### src/rtl/pipeline_control_if.sv
// Signal bundle between the ID-stage instruction source and the pipeline control block.
// The instruction source uses the master view. The control block uses the slave view.
interface pipeline_control_if #(
  parameter int COUNT_W = 16
);
  logic [31:0]        instruccion;
  logic               flush;
  logic               RegDst;
  logic               ALUSrc;
  logic [1:0]         ALUOp;
  logic               MemRead;
  logic               MemWrite;
  logic               Branch;
  logic               RegWrite;
  logic               MemToReg;
  logic               stall;
  logic               illegal;
  logic [COUNT_W-1:0] bubble_count;

  modport master (
    output instruccion, flush,
    input  RegDst, ALUSrc, ALUOp, MemRead, MemWrite, Branch,
           RegWrite, MemToReg, stall, illegal, bubble_count
  );

  modport slave (
    input  instruccion, flush,
    output RegDst, ALUSrc, ALUOp, MemRead, MemWrite, Branch,
           RegWrite, MemToReg, stall, illegal, bubble_count
  );
endinterface

### src/rtl/pipeline_control.sv
// Control path for a 5-stage pipeline. It decodes the instruction in ID and carries the control bits through EX, MEM and WB.
// It also detects load-use hazards, which cause a stall, and a taken branch, which causes a flush.
module pipeline_control #(
  parameter int COUNT_W = 16
) (
  input  logic             clock,
  input  logic             reset,
  pipeline_control_if.slave bus
);

  // control word layout: {RegDst, ALUSrc, ALUOp[1:0], MemRead, MemWrite, Branch, RegWrite, MemToReg}
  localparam logic [8:0] CTRL_RTYPE = 9'b1_0_10_0_0_0_1_0;
  localparam logic [8:0] CTRL_LW    = 9'b0_1_00_1_0_0_1_1;
  localparam logic [8:0] CTRL_SW    = 9'b0_1_00_0_1_0_0_0;
  localparam logic [8:0] CTRL_BEQ   = 9'b0_0_01_0_0_1_0_0;
  localparam logic [8:0] CTRL_ADDI  = 9'b0_1_00_0_0_0_1_0;

  logic [5:0]         op;
  logic [4:0]         rs;
  logic [4:0]         rt;
  logic [8:0]         ctrl_id;
  logic               id_uses_rt;
  logic               id_unknown;
  logic               stall;

  logic [8:0]         ex_ctrl;
  logic [4:0]         ex_rt;
  logic [4:0]         mem_ctrl;
  logic [1:0]         wb_ctrl;
  logic               illegal_q;
  logic [COUNT_W-1:0] bubble_count_q;
  logic               unused_bits;

  assign op          = bus.instruccion[31:26];
  assign rs          = bus.instruccion[25:21];
  assign rt          = bus.instruccion[20:16];
  assign unused_bits = ^bus.instruccion[15:0];

  always_comb begin
    ctrl_id    = '0;
    id_uses_rt = 1'b0;
    id_unknown = 1'b0;
    if (bus.instruccion != 32'd0) begin
      case (op)
        6'b000000: begin ctrl_id = CTRL_RTYPE; id_uses_rt = 1'b1; end
        6'b100011: ctrl_id = CTRL_LW;
        6'b101011: begin ctrl_id = CTRL_SW;    id_uses_rt = 1'b1; end
        6'b000100: begin ctrl_id = CTRL_BEQ;   id_uses_rt = 1'b1; end
        6'b001000: ctrl_id = CTRL_ADDI;
        default:   id_unknown = 1'b1;
      endcase
    end
  end

  // a flush squashes ID anyway, so it never stalls
  assign stall = ex_ctrl[4] && (ex_rt != 5'd0) && !bus.flush &&
                 ((ex_rt == rs) || ((ex_rt == rt) && id_uses_rt));

  always_ff @(posedge clock) begin
    if (reset) begin
      ex_ctrl        <= '0;
      ex_rt          <= '0;
      mem_ctrl       <= '0;
      wb_ctrl        <= '0;
      illegal_q      <= 1'b0;
      bubble_count_q <= '0;
    end else begin
      if (bus.flush || stall) begin
        ex_ctrl <= '0;
        ex_rt   <= '0;
      end else begin
        ex_ctrl <= ctrl_id;
        ex_rt   <= rt;
      end
      mem_ctrl  <= bus.flush ? 5'd0 : ex_ctrl[4:0];
      wb_ctrl   <= mem_ctrl[1:0];
      // a stalled instruction is decoded again next cycle, so report it only once
      illegal_q <= id_unknown && !bus.flush && !stall;
      if (stall && (bubble_count_q != {COUNT_W{1'b1}}))
        bubble_count_q <= bubble_count_q + COUNT_W'(1);
    end
  end

  assign bus.RegDst       = ex_ctrl[8];
  assign bus.ALUSrc       = ex_ctrl[7];
  assign bus.ALUOp        = ex_ctrl[6:5];
  assign bus.MemRead      = mem_ctrl[4];
  assign bus.MemWrite     = mem_ctrl[3];
  assign bus.Branch       = mem_ctrl[2];
  assign bus.RegWrite     = wb_ctrl[1];
  assign bus.MemToReg     = wb_ctrl[0];
  assign bus.stall        = stall;
  assign bus.illegal      = illegal_q;
  assign bus.bubble_count = bubble_count_q;

endmodule

### src/flat_wrapper.sv
// flat-port wrapper written by rule: the top's interface ports become plain ports
module pipeline_control_flat 
#(
  parameter int COUNT_W = 16
)
  (clock, reset, bus_instruccion, bus_flush, bus_RegDst, bus_ALUSrc, bus_ALUOp, bus_MemRead, bus_MemWrite, bus_Branch, bus_RegWrite, bus_MemToReg, bus_stall, bus_illegal, bus_bubble_count);
  pipeline_control_if #(.COUNT_W(COUNT_W)) bus_i ();
  input  logic clock;
  input  logic reset;
  input wire logic [$bits(bus_i.instruccion)-1:0] bus_instruccion;
  input wire logic [$bits(bus_i.flush)-1:0] bus_flush;
  output wire logic [$bits(bus_i.RegDst)-1:0] bus_RegDst;
  output wire logic [$bits(bus_i.ALUSrc)-1:0] bus_ALUSrc;
  output wire logic [$bits(bus_i.ALUOp)-1:0] bus_ALUOp;
  output wire logic [$bits(bus_i.MemRead)-1:0] bus_MemRead;
  output wire logic [$bits(bus_i.MemWrite)-1:0] bus_MemWrite;
  output wire logic [$bits(bus_i.Branch)-1:0] bus_Branch;
  output wire logic [$bits(bus_i.RegWrite)-1:0] bus_RegWrite;
  output wire logic [$bits(bus_i.MemToReg)-1:0] bus_MemToReg;
  output wire logic [$bits(bus_i.stall)-1:0] bus_stall;
  output wire logic [$bits(bus_i.illegal)-1:0] bus_illegal;
  output wire logic [$bits(bus_i.bubble_count)-1:0] bus_bubble_count;
  assign bus_i.instruccion = bus_instruccion;
  assign bus_i.flush = bus_flush;
  assign bus_RegDst = bus_i.RegDst;
  assign bus_ALUSrc = bus_i.ALUSrc;
  assign bus_ALUOp = bus_i.ALUOp;
  assign bus_MemRead = bus_i.MemRead;
  assign bus_MemWrite = bus_i.MemWrite;
  assign bus_Branch = bus_i.Branch;
  assign bus_RegWrite = bus_i.RegWrite;
  assign bus_MemToReg = bus_i.MemToReg;
  assign bus_stall = bus_i.stall;
  assign bus_illegal = bus_i.illegal;
  assign bus_bubble_count = bus_i.bubble_count;
  pipeline_control #(.COUNT_W(COUNT_W)) u_core (.clock(clock), .reset(reset), .bus(bus_i));
endmodule
### config.mk
export PLATFORM = sky130hd
export DESIGN_NAME = pipeline_control_flat
export DESIGN_NICKNAME = d
export VERILOG_FILES = /design/src/rtl/pipeline_control_if.sv /design/src/rtl/pipeline_control.sv /design/src/flat_wrapper.sv
export SDC_FILE = /design/constraint.sdc
export NUM_CORES = 1
export LEC_CHECK = 0
export BUFFER_PORTS_ARGS = -buffer_cell sky130_fd_sc_hd__buf_2
export CAP_MARGIN = 10
export CORE_MARGIN = 1
export CORE_UTILIZATION = 52
export CTS_CLUSTER_DIAMETER = 200
export CTS_CLUSTER_SIZE = 40
export DETAILED_ROUTE_END_ITERATION = 10
export PLACE_DENSITY = 0.84
export SYNTH_ARGS = -nofsm -noshare
export SYNTH_HDL_FRONTEND = slang
export SYNTH_SLANG_ARGS = --single-unit
### constraint.sdc
create_clock -name clock -period 5.29 [get_ports clock]
set_input_delay 1.058 -clock clock [delete_from_list [all_inputs] [get_ports clock]]
set_output_delay 1.058 -clock clock [all_outputs]
set_load 0.01 [all_outputs]
### Yosys cells after proc, flatten, opt, wreduce, memory -nomap -nowiden

Cells that the tools add are included.

* add/sub/neg operators: 1
* equal/unequal tests: 7
* divide/modulo/power cells: 0
* bitwise gates (word level): 1
* reduce and logical (&&, ||, !) cells: 19
* multipliers: 0
* shift operators: 0
* $lt $le $gt $ge: 0
* multiplexer cells: 5

Operators with widths (number)
* 9-bit case mux with 5 select lines: 1
* 32-bit nonzero test: 1
* 16-bit by 1-bit adder with 16-bit output (second input constant): 1
* 16-bit != test (second input constant): 1
* 6-bit == test (second input constant): 2
* 5-bit == test: 2
* 1-bit logical AND: 7
* 6-bit by 3-bit == test with 1-bit output (second input constant): 1
* 6-bit by 4-bit == test with 1-bit output (second input constant): 1
* 6-bit logical NOT: 1
* 3-bit OR reduction: 2
* 5-bit nonzero test: 1
* 5-bit OR reduction: 1
* 1-bit two-way mux: 4
* 2-bit OR reduction: 2
* 1-bit logical NOT: 2
* 1-bit logical OR: 2
* 1-bit inverter: 1

* memory bits (read-only): 0
* bits of input ports: 35
* register bits: 38
* memory bits (writable): 0
* memories: 0
* latch bits: 0

### Logic depth before layout (Yosys ltp)

Gate-level depths: netlist of run 1.

* depth after elaboration: 9
* gate-level depth with buffers: 8
* depth with buffers taken out: 7

### Worst setup path after synthesis of run 1

Ideal clock, no wire load.

* path type: input port to output port
* from: input bus_instruccion[31]
* to: output bus_stall
* data required time: 4232 ps
* stages: 6
* arrival: 2182 ps
* path slack: 2050 ps
* cell sequence: or4_1 > o21ai_1 > nand4_1 > and2_4 > buf_6 > clkinv_1

* word-level cells in the longest chain between the ends: 7
* elaborated cells between the ends (all ways): 10
* classes of those cells: eq/ne: 2; mux: 2; reduce/logical: 6

RTL lines
* from (decl): line flat_wrapper.sv:10 `input wire logic [$bits(bus_i.instruccion)-1:0] bus_instruccion;`
* 6-bit == test, or another cell as far along: line pipeline_control.sv:44 `case (op)`
* 3-bit OR reduction (no source line)
* 1-bit two-way mux: line pipeline_control.sv:44
* 1-bit two-way mux *: line pipeline_control.sv:43 `if (bus.instruccion != 32'd0) begin`
* 1-bit logical AND *: line pipeline_control.sv:57 `((ex_rt == rs) || ((ex_rt == rt) && id_uses_rt));`
* 1-bit logical OR *: line pipeline_control.sv:57
* 1-bit logical AND *: line pipeline_control.sv:56 `assign stall = ex_ctrl[4] && (ex_rt != 5'd0) && !bus.flush &&`
* to (decl): line flat_wrapper.sv:20 `output wire logic [$bits(bus_i.stall)-1:0] bus_stall;`

Mark *: on every way between the ends. The rest lies on a longest branch, timed or not.

### Worst setup path in the final report of run 1

* from: input bus_instruccion[29]
* to: output bus_stall

Same word-level chain as after synthesis.

==> results of run 1 <==
## power by group through the flow
stage                     logic, mW  clock network (mW)  registers, mW
after CTS                    0.0337               0.156          0.260
after global placement       0.0328                   0          0.266
final                        0.0336               0.153          0.260
after floorplan              0.0143                   0          0.266
after detailed placement     0.0337                   0          0.266
after global routing         0.0380               0.167          0.260
## synth_stat cells (all sizes together)
| cell type | number |
|---|---|
| nand3 | 10 |
| or4 | 4 |
| and3 | 9 |
| and2 | 5 |
| nor3 | 12 |
| o31ai | 2 |
| buf | 4 |
| a31o | 1 |
| o41ai | 1 |
| clkinv | 1 |
| nor2b | 4 |
| mux2 | 2 |
| ha | 1 |
| nand3b | 1 |
| dfxtp | 34 |
| nand2 | 6 |
| a31oi | 1 |
| a41oi | 1 |
| a211oi | 1 |
| nand4 | 7 |
| o21ai | 9 |
| inv | 1 |
| nand2b | 3 |
| xor2 | 8 |
| nor4 | 12 |
| a21oi | 15 |
| nor2 | 15 |
| xnor2 | 3 |
| or3 | 5 |
| or2b | 1 |
| clkbuf | 4 |
| or2 | 1 |
| and4 | 3 |
## final cells by class
class	instances	area, sq um	area share (%)
clock buffers	6	51.3	2.63
clock inverters	2	12.5	0.641
inverters	2	7.51	0.384
multi-input cells	143	857	43.9
flip-flops and latches	34	681	34.8
well taps	31	38.8	1.99
repair buffers	61	305	15.6
## worst paths after layout
| check | startpoint | end | slack, ns | cells after the start |
|---|---|---|---|---|
| max | bus_instruccion[29] | bus_stall | 1.70 | 7 |
| min | u_core.ex_ctrl[1] | u_core.mem_ctrl[1] | 0.44 | 1 |
| max reg2reg | u_core.ex_rt[4] | u_core.bus.bubble_count[11] | 3.20 | 6 |
| min reg2reg | u_core.ex_ctrl[1] | u_core.mem_ctrl[1] | 0.44 | 1 |
## state kept, by name, summed over array words and instances (netlist names)
signal	cells
u_core.ex_rt	5
u_core.ex_ctrl	6
u_core.bus.illegal	1
u_core.bus.bubble_count	16
u_core.mem_ctrl	4
u_core.wb_ctrl	2
## per-stage QoR
| step | setup slack (ns) | cell area [sq um] | utilization (%) | power, mW | hold WS, ns |
|---|---|---|---|---|---|
| finish | 1.70 | 1950 | 69.0 | 0.446 | 0.443 |
| global placement | 1.74 | 1890 | 66.8 | 0.299 | 0.409 |
| detailed placement | 1.71 | 1890 | 66.8 | 0.300 | 0.423 |
| CTS | 1.71 | 1950 | 69.0 | 0.450 | 0.449 |
| floorplan | 2.05 | 1600 | - | 0.280 | 0.406 |
| global route | 1.56 | 1950 | 69.0 | 0.465 | 0.459 |
## cell families (layout without fill, tap and decap cells)
family	after synthesis	count (layout)	synth area share, %
compound gates	31	31	11.0
xor+xnor	11	11	6.03
fa+ha+maj	1	1	0.783
buf+inv	10	71	3.76
flops	34	34	42.6
mux	2	2	1.41
simple gates	98	98	34.5
## critical path, delay by kind of cell
family	cells	cell delay, ns
AND/OR/NAND/NOR	3	0.89
AO/OA/AOI/OAI	1	0.11
buffers and inverters	3	0.47
## layer usage
| metal | global-route usage (%) | vias to the layer above | wire length, um |
|---|---|---|---|
| li1 | - | 818 | - |
| met1 | 31.0 | 724 | 1530 |
| met2 | 36.2 | 77 | 1640 |
| met3 | 6.80 | 7 | 276 |
| met4 | 10.5 | 0 | 58 |
| met5 | 0 | - | 0 |
==> qor.txt, run 1 <==
Unique masters post-synth: 36
CP Class: input pin to primary output
Synth Instances: 187
crit-path cells: buf_2, or4_1, o21ai_1, nand4_1, and2_4, clkinv_1, buf_2
GRT Overall Usage: 23.7%
initial antenna violation count: 0
Crit Path Max Fanout: 27
CTS H-tree depth: 2
Worst setup SP type: input pin
syn avg cell area: 8.54 sq um
clock skew: 0.00283 ns
Post-Syn Area: 0.00160 sq mm
RSZ-0062 raised after global routing: no
setup_tns: 0 ns
maxcap violations: 0
Flop pwr share: 58.2%
sequential share of the synthesized area: 42.6%
Final Hold Viols: 0
area growth from synthesis to layout: 22.2%
detailed-router iteration count before antenna repair: 8
row cnt: 19
largest cells by area after synthesis: dfxtp_1 43%, a21oi_1 4.7%, nor4_1 4.7%
fin crit share: 67.9%
HP Class: register to register
vias per inst: 5.83
DP Cell Count: 271
Slew Limit Fails: 0
CTS Sinks: 34
Fmax achieved: 278 MHz
slowest CP cell: or4_1
I/O pin total: 62
CTS resizes: 0
Clk pwr share: 34.2%
FF+latch count, synth: 34
1st-iter DRT viols: 113
remaining antenna violation count: 0
CORE AREA: 0.00283 sq mm
crit path capture type: primary output
clk root buf: clkbuf_4
NetSw: 0.108 mW
clock slew at reported path FFs: 0.10 ns
layout cell share with drive strength beyond 1: 29.8%
violated checks: DRC
post-CTS setup buffers: 0
# setup viols final: 0
most used cell along the critical path: buf_2
Max clock buf depth: 2
DR WL/cell: 12.6 um
P per Cell Area: 229 mW/mm^2
run status: finished with violations
drt drc: 3
GP Congestion: 0.867
total congestion overflow: 0
required time of the critical path: 4.23 ns
fin nets: 283
CTS Hold Bufs: 0
fin crit period: 3.59 ns
clk_lat worst skew: 0.34 ns
FILL cells: 255
total CTS buffers: 5
DR vias: 1,626
P_leak: 0.845 nW
pin count of the biggest net entering global routing: 28
Logic pwr share: 7.5%
die width: 57.4 um
Max IR drop VDD: 143 uV
Slew @ Worst Pin: 0.701 ns
Syn Nets: 223
switching share of power: 24.2%
port bufs: 61
drt total wl: 3510 um
arrival time of the worst setup path: 2.54 ns
DIE HEIGHT: 57.4 um
Cell Int Power: 0.338 mW
Synth area leader: dfxtp_1
Non-Filler Instances: 279
top cell type's share of synthesized area: 42.6%
Post-DP HPWL: 2650 um
n_diodes: 0
CTS tree: built
Slew HR: 53.1%
vias in the first global route: 1,391
DIE AREA: 0.00330 sq mm
commonest cells after routing, fill and taps aside: 61 x buf_2, 34 x dfxtp_1, 15 x nor2_1, 15 x a21oi_1
CP peak stage delay: 0.49 ns
global-route wire length before repair: 6030 um
Initial Util: 56.5%
commonest non-fill, non-tap cell in the layout: buf_2
Yosys warnings: 0
(Power assumes the default switching activity.)
==> run 2, diff against run 1 <==
ABC_AREA = 1   (was default)
CORE_UTILIZATION = 51   (was 52)
PLACE_DENSITY = 0.8   (was 0.84)
clock period = 3.8 ns   (was 5.29 ns; I/O delays follow)
==> qor.txt, run 2 <==
Initial Util: 53.6%
Post-DP HPWL: 3200 um
post-CTS setup buffers: 0
top cell type's share of synthesized area: 34.5%
CTS Sinks: 34
P per Cell Area: 289 mW/mm^2
total CTS buffers: 5
detailed-router iteration count before antenna repair: 4
GP Congestion: 0.834
vias in the first global route: 1,688
total congestion overflow: 0
Final Hold Viols: 0
FILL cells: 379
ys flop type: dfxtp_1
worst slack, placed: 0.992 ns
RSZ-0062 raised after global routing: no
run status: finished, final reports clean
die width: 64.2 um
Post-Syn Area: 0.00198 sq mm
drt drc: 0
Crit Path Max Fanout: 25
Synth area leader: dfxtp_1
fin nets: 409
Slew @ Worst Pin: 0.309 ns
Yosys warnings: 0
CP Class: input pin to primary output
CP peak stage delay: 0.16 ns
port bufs: 61
DR vias: 1,992
drt total wl: 4080 um
sequential share of the synthesized area: 34.5%
initial antenna violation count: 0
max FFs per register: 16
fin crit period: 2.82 ns
DIE AREA: 0.00413 sq mm
Slew Limit Fails: 0
delay-heaviest family, CP: simple AND/OR/NAND/NOR gates
CTS H-tree depth: 2
most numerous cell in the Yosys netlist: nand2_1
CTS resizes: 0
global-route wire length before repair: 6780 um
slowest CP cell: nand2_4
area growth from synthesis to layout: 19.7%
clk_lat worst skew: 0.28 ns
largest cells by area after synthesis: dfxtp_1 34%, nand2_1 13%, nor2_1 13%
FF/Latch Area: 681 sq um
Worst setup SP type: input pin
Hold WS: 0.410 ns
fin worst setup slack: 0.980 ns
crit-path cells: buf_2, nor2_1, nand2_1, inv_2, nand3_1, nor2_1, nand2_1, nand2_2, nand2_4, nand2_1, inv_1, buf_2
synth cell count leaders: 70 x nand2_1, 69 x nor2_1, 52 x inv_1, 34 x dfxtp_1, 21 x nand4_1
required time of the critical path: 3.04 ns
clock slew at reported path FFs: 0.07 ns
commonest non-fill, non-tap cell in the layout: nand2_1
commonest cells after routing, fill and taps aside: 70 x nand2_1, 69 x nor2_1, 61 x buf_2
I/O pin total: 62
row cnt: 22
setup_tns: 0 ns
GRT Overall Usage: 20.9%
clk root buf: clkbuf_8
CTS Hold Bufs: 0
1st-iter DRT viols: 92
Max IR drop VDD: 164 uV
DR WL/cell: 9.66 um
arrival time of the worst setup path: 2.06 ns
final total power: 0.683 mW
maxcap violations: 0
crit path capture type: primary output
most used cell along the critical path: nand2_1
remaining antenna violation count: 0
Slew HR: 79.2%
P_leak: 1.22 nW
vias per inst: 4.72
pin count of the biggest net entering global routing: 26
Synth Instances: 311
FF+latch count, synth: 34
fin crit share: 74.2%
CTS tree: built
# setup viols final: 0
Max clock buf depth: 2
Post-synth EDFFs: 0
n_diodes: 0
Unique masters post-synth: 24
DIE HEIGHT: 64.2 um
syn avg cell area: 6.35 sq um
crit path buf inv count: 4
clock skew: 0.00356 ns
Syn Nets: 347
post-synthesis async set-or-reset flop share: 0%
HP Class: register to register
CORE AREA: 0.00369 sq mm
Fmax achieved: 355 MHz
area of the multi-input gates: 0.00101 sq mm
layout cell share with drive strength beyond 1: 24.3%
run 2: cell types whose count changed in the layout (fill, tap and decap cells not counted), moves of 8 or more:
cell,previous run,this run
a21oi_1,15,3
and3_1,9,0
inv_1,1,52
nand2_1,6,70
nand4_1,7,21
nor2_1,15,69
nor2_2,0,8
nor3_1,12,4
nor4_1,12,1
run 2: power breakdown:
group | internal [mW] | total (mW) | switching [mW]
registers | 0.359 | 0.362 | 0.00239
logic | 0.0256 | 0.0594 | 0.0338
clock network | 0.128 | 0.262 | 0.134
run 2: worst reg2reg max path: cells and delay by family (launching register included):
family | cells | cell delay, ns
fa+ha+maj | 1 | 0.21
buf+inv | 1 | 0.07
flops | 1 | 0.37
simple gates | 8 | 1.03
run 2: layer usage:
layer  vias up  wire [um]  GRT usage (%)
met5         -          0              0
li1       1077          -              -
met2        54       2030           39.5
met4         0         49           6.67
met3         6        189           4.82
met1       855       1810           22.6
run 2: area by class of cell:
| class | instances | share of cell area (%) |
|---|---|---|
| well taps | 48 | 2.54 |
| multi-input cells | 214 | 42.8 |
| repair buffers | 62 | 13.2 |
| flip-flops and latches | 34 | 28.8 |
| clock inverters | 3 | 0.899 |
| clock buffers | 5 | 2.91 |
| inverters | 56 | 8.89 |
run 2: stage by stage:
| stage | util, % | cell area, sq um | std cells |
|---|---|---|---|
| after CTS | 64.1 | 2360 | 422 |
| after detailed placement | 61.7 | 2270 | 414 |
| after floorplan | - | 1980 | 311 |
| final | 64.1 | 2360 | 422 |
| after global routing | 64.1 | 2360 | 422 |
| after global placement | 61.7 | 2270 | 414 |
run 2: worst paths after layout:
check                                                start                         end  depth (start not counted)  slack, ns
worst min-delay path                     u_core.ex_ctrl[1]          u_core.mem_ctrl[1]                          2       0.41
worst max-delay path                   bus_instruccion[31]                   bus_stall                         12       0.98
worst min register to register           u_core.ex_ctrl[1]          u_core.mem_ctrl[1]                          2       0.41
worst max register to register  u_core.bus.bubble_count[1]  u_core.bus.bubble_count[4]                         10       2.02
run 2: cells by family after synthesis:
kind of cell	share of synthesized area, %
AOI/OAI and AO/OA	1.01
DFF	34.5
buffers and inverters	14.4
xor gates and xnor gates	3.10
adders and majority gates	0.633
and+or+nand+nor	46.4
==> run 3, diff against run 2 <==
CORE_UTILIZATION = 46   (was 51)
PLACE_DENSITY = 0.76   (was 0.8)
clock period = 2.3 ns   (was 3.8 ns; I/O delays follow)
==> qor.txt, run 3 (synthesis results as in run 2) <==
Logic pwr share: 8.6%
remaining antenna violation count: 0
Slew @ Worst Pin: 0.301 ns
Hold WS: 0.404 ns
fin nets: 410
final instance area: 0.00237 sq mm
DR WL/cell: 9.72 um
CTS Hold Bufs: 0
clock slew at reported path FFs: 0.07 ns
HP Class: input pin to register
max FFs per register: 16
GP Congestion: 0.817
vias in the first global route: 1,696
commonest cells after routing, fill and taps aside: 70 x nand2_1, 69 x nor2_1, 61 x buf_2
crit path capture type: primary output
commonest non-fill, non-tap cell in the layout: nand2_1
switching share of power: 25.7%
P_leak: 1.22 nW
port bufs: 61
CTS H-tree depth: 2
clk_lat worst skew: 0.29 ns
CP Class: register to primary output
detailed-router iteration count before antenna repair: 4
Worst setup SP type: register
Clk pwr share: 39.0%
Cell Int Power: 0.849 mW
Flop pwr share: 52.4%
required time of the critical path: 1.84 ns
maxcap violations: 0
worst slack, placed: 0.287 ns
area growth from synthesis to layout: 20.2%
fin worst setup slack: 0.243 ns
die width: 67.5 um
FF-to-FF path depth: 13
Cell Area, Placed: 0.00228 sq mm
drt drc: 0
fin crit period: 2.06 ns
Non-Filler Instances: 425
Post-DP HPWL: 3240 um
I/O pin total: 62
P per Cell Area: 481 mW/mm^2
n_diodes: 0
1st-iter DRT viols: 75
# setup viols final: 0
CORE AREA: 0.00406 sq mm
CTS tree: built
CTS resizes: 0
Initial Util: 48.7%
DIE HEIGHT: 67.5 um
Slew Limit Fails: 0
row cnt: 23
DR vias: 1,991
CTS Sinks: 34
Max clock buf depth: 2
Max IR drop VDD: 283 uV
initial antenna violation count: 0
run status: finished, final reports clean
area of the multi-input gates: 0.00101 sq mm
fin crit share: 89.4%
NetSw: 0.293 mW
arrival time of the worst setup path: 1.60 ns
final total power: 1.14 mW
Final Core Density: 58.5%
Crit Path Max Fanout: 5
layout cell share with drive strength beyond 1: 24.5%
DIE AREA: 0.00456 sq mm
post-CTS setup buffers: 0
setup_tns: 0 ns
total CTS buffers: 5
Slew HR: 79.9%
global-route wire length before repair: 6640 um
drt total wl: 4130 um
clock skew: 0.00477 ns
FILL cells: 409
clk root buf: clkbuf_8
DP Cell Count: 417
FF/Latch Area: 681 sq um
vias per inst: 4.68
Final Hold Viols: 0
pin count of the biggest net entering global routing: 25
Fmax achieved: 486 MHz
total congestion overflow: 0
GRT Overall Usage: 19.5%
RSZ-0062 raised after global routing: no
Hold Crit Depth: 3
==> run 3: cell count changes in the layout (fill, tap and decap cells not counted) <==
cell and change:
buf_4 +1
==> run 3: worst max-delay path, stage by stage, from the launching register on <==
cell     delay [ns]
dfxtp_1        0.40
inv_1          0.06
nand2_1        0.06
nand2_1        0.05
nor2_1         0.11
nand3_1        0.12
nor2_2         0.11
nand2_2        0.07
nand2_4        0.05
nand2_1        0.09
inv_1          0.06
buf_2          0.12
==> run 3: area by class of cell <==
class / count / area share (%)
repair buffers: 63 / 13.5
clock buffers: 5 / 2.90
clock inverters: 3 / 0.896
well taps: 50 / 2.63
inverters: 56 / 8.85
flip-flops and latches: 34 / 28.7
multi-input cells: 214 / 42.6
==> run 3: path summary, 6_finish.rpt <==
path,startpoint,endpoint,slack (ns)
worst max register to register,u_core.ex_rt[1],u_core.bus.bubble_count[0],0.53
worst min-delay path,bus_instruccion[19],u_core.ex_rt[3],0.40
worst min register to register,u_core.mem_ctrl[1],u_core.wb_ctrl[1],0.41
worst max-delay path,u_core.ex_rt[1],bus_stall,0.24
==> run 3: metal layers <==
metal | part of all wire [%] | vias up | GRT usage (%)
li1 | - | 1081 | -
met1 | 44 | 847 | 20.6
met2 | 48 | 56 | 35.5
met3 | 5.6 | 7 | 6.08
met4 | 1.8 | 0 | 7.45
met5 | 0 | - | 0
==> run 3: power groups by stage <==
stage          Sequential [mW]  Clock, mW  Combinational (mW)
2_1_floorplan            0.611          0              0.0537
3_3_place_gp             0.611          0              0.0956
3_5_place_dp             0.612          0              0.0985
4_1_cts                  0.598      0.459              0.0989
5_1_grt                  0.599      0.476               0.110
6_report                 0.598      0.446              0.0981
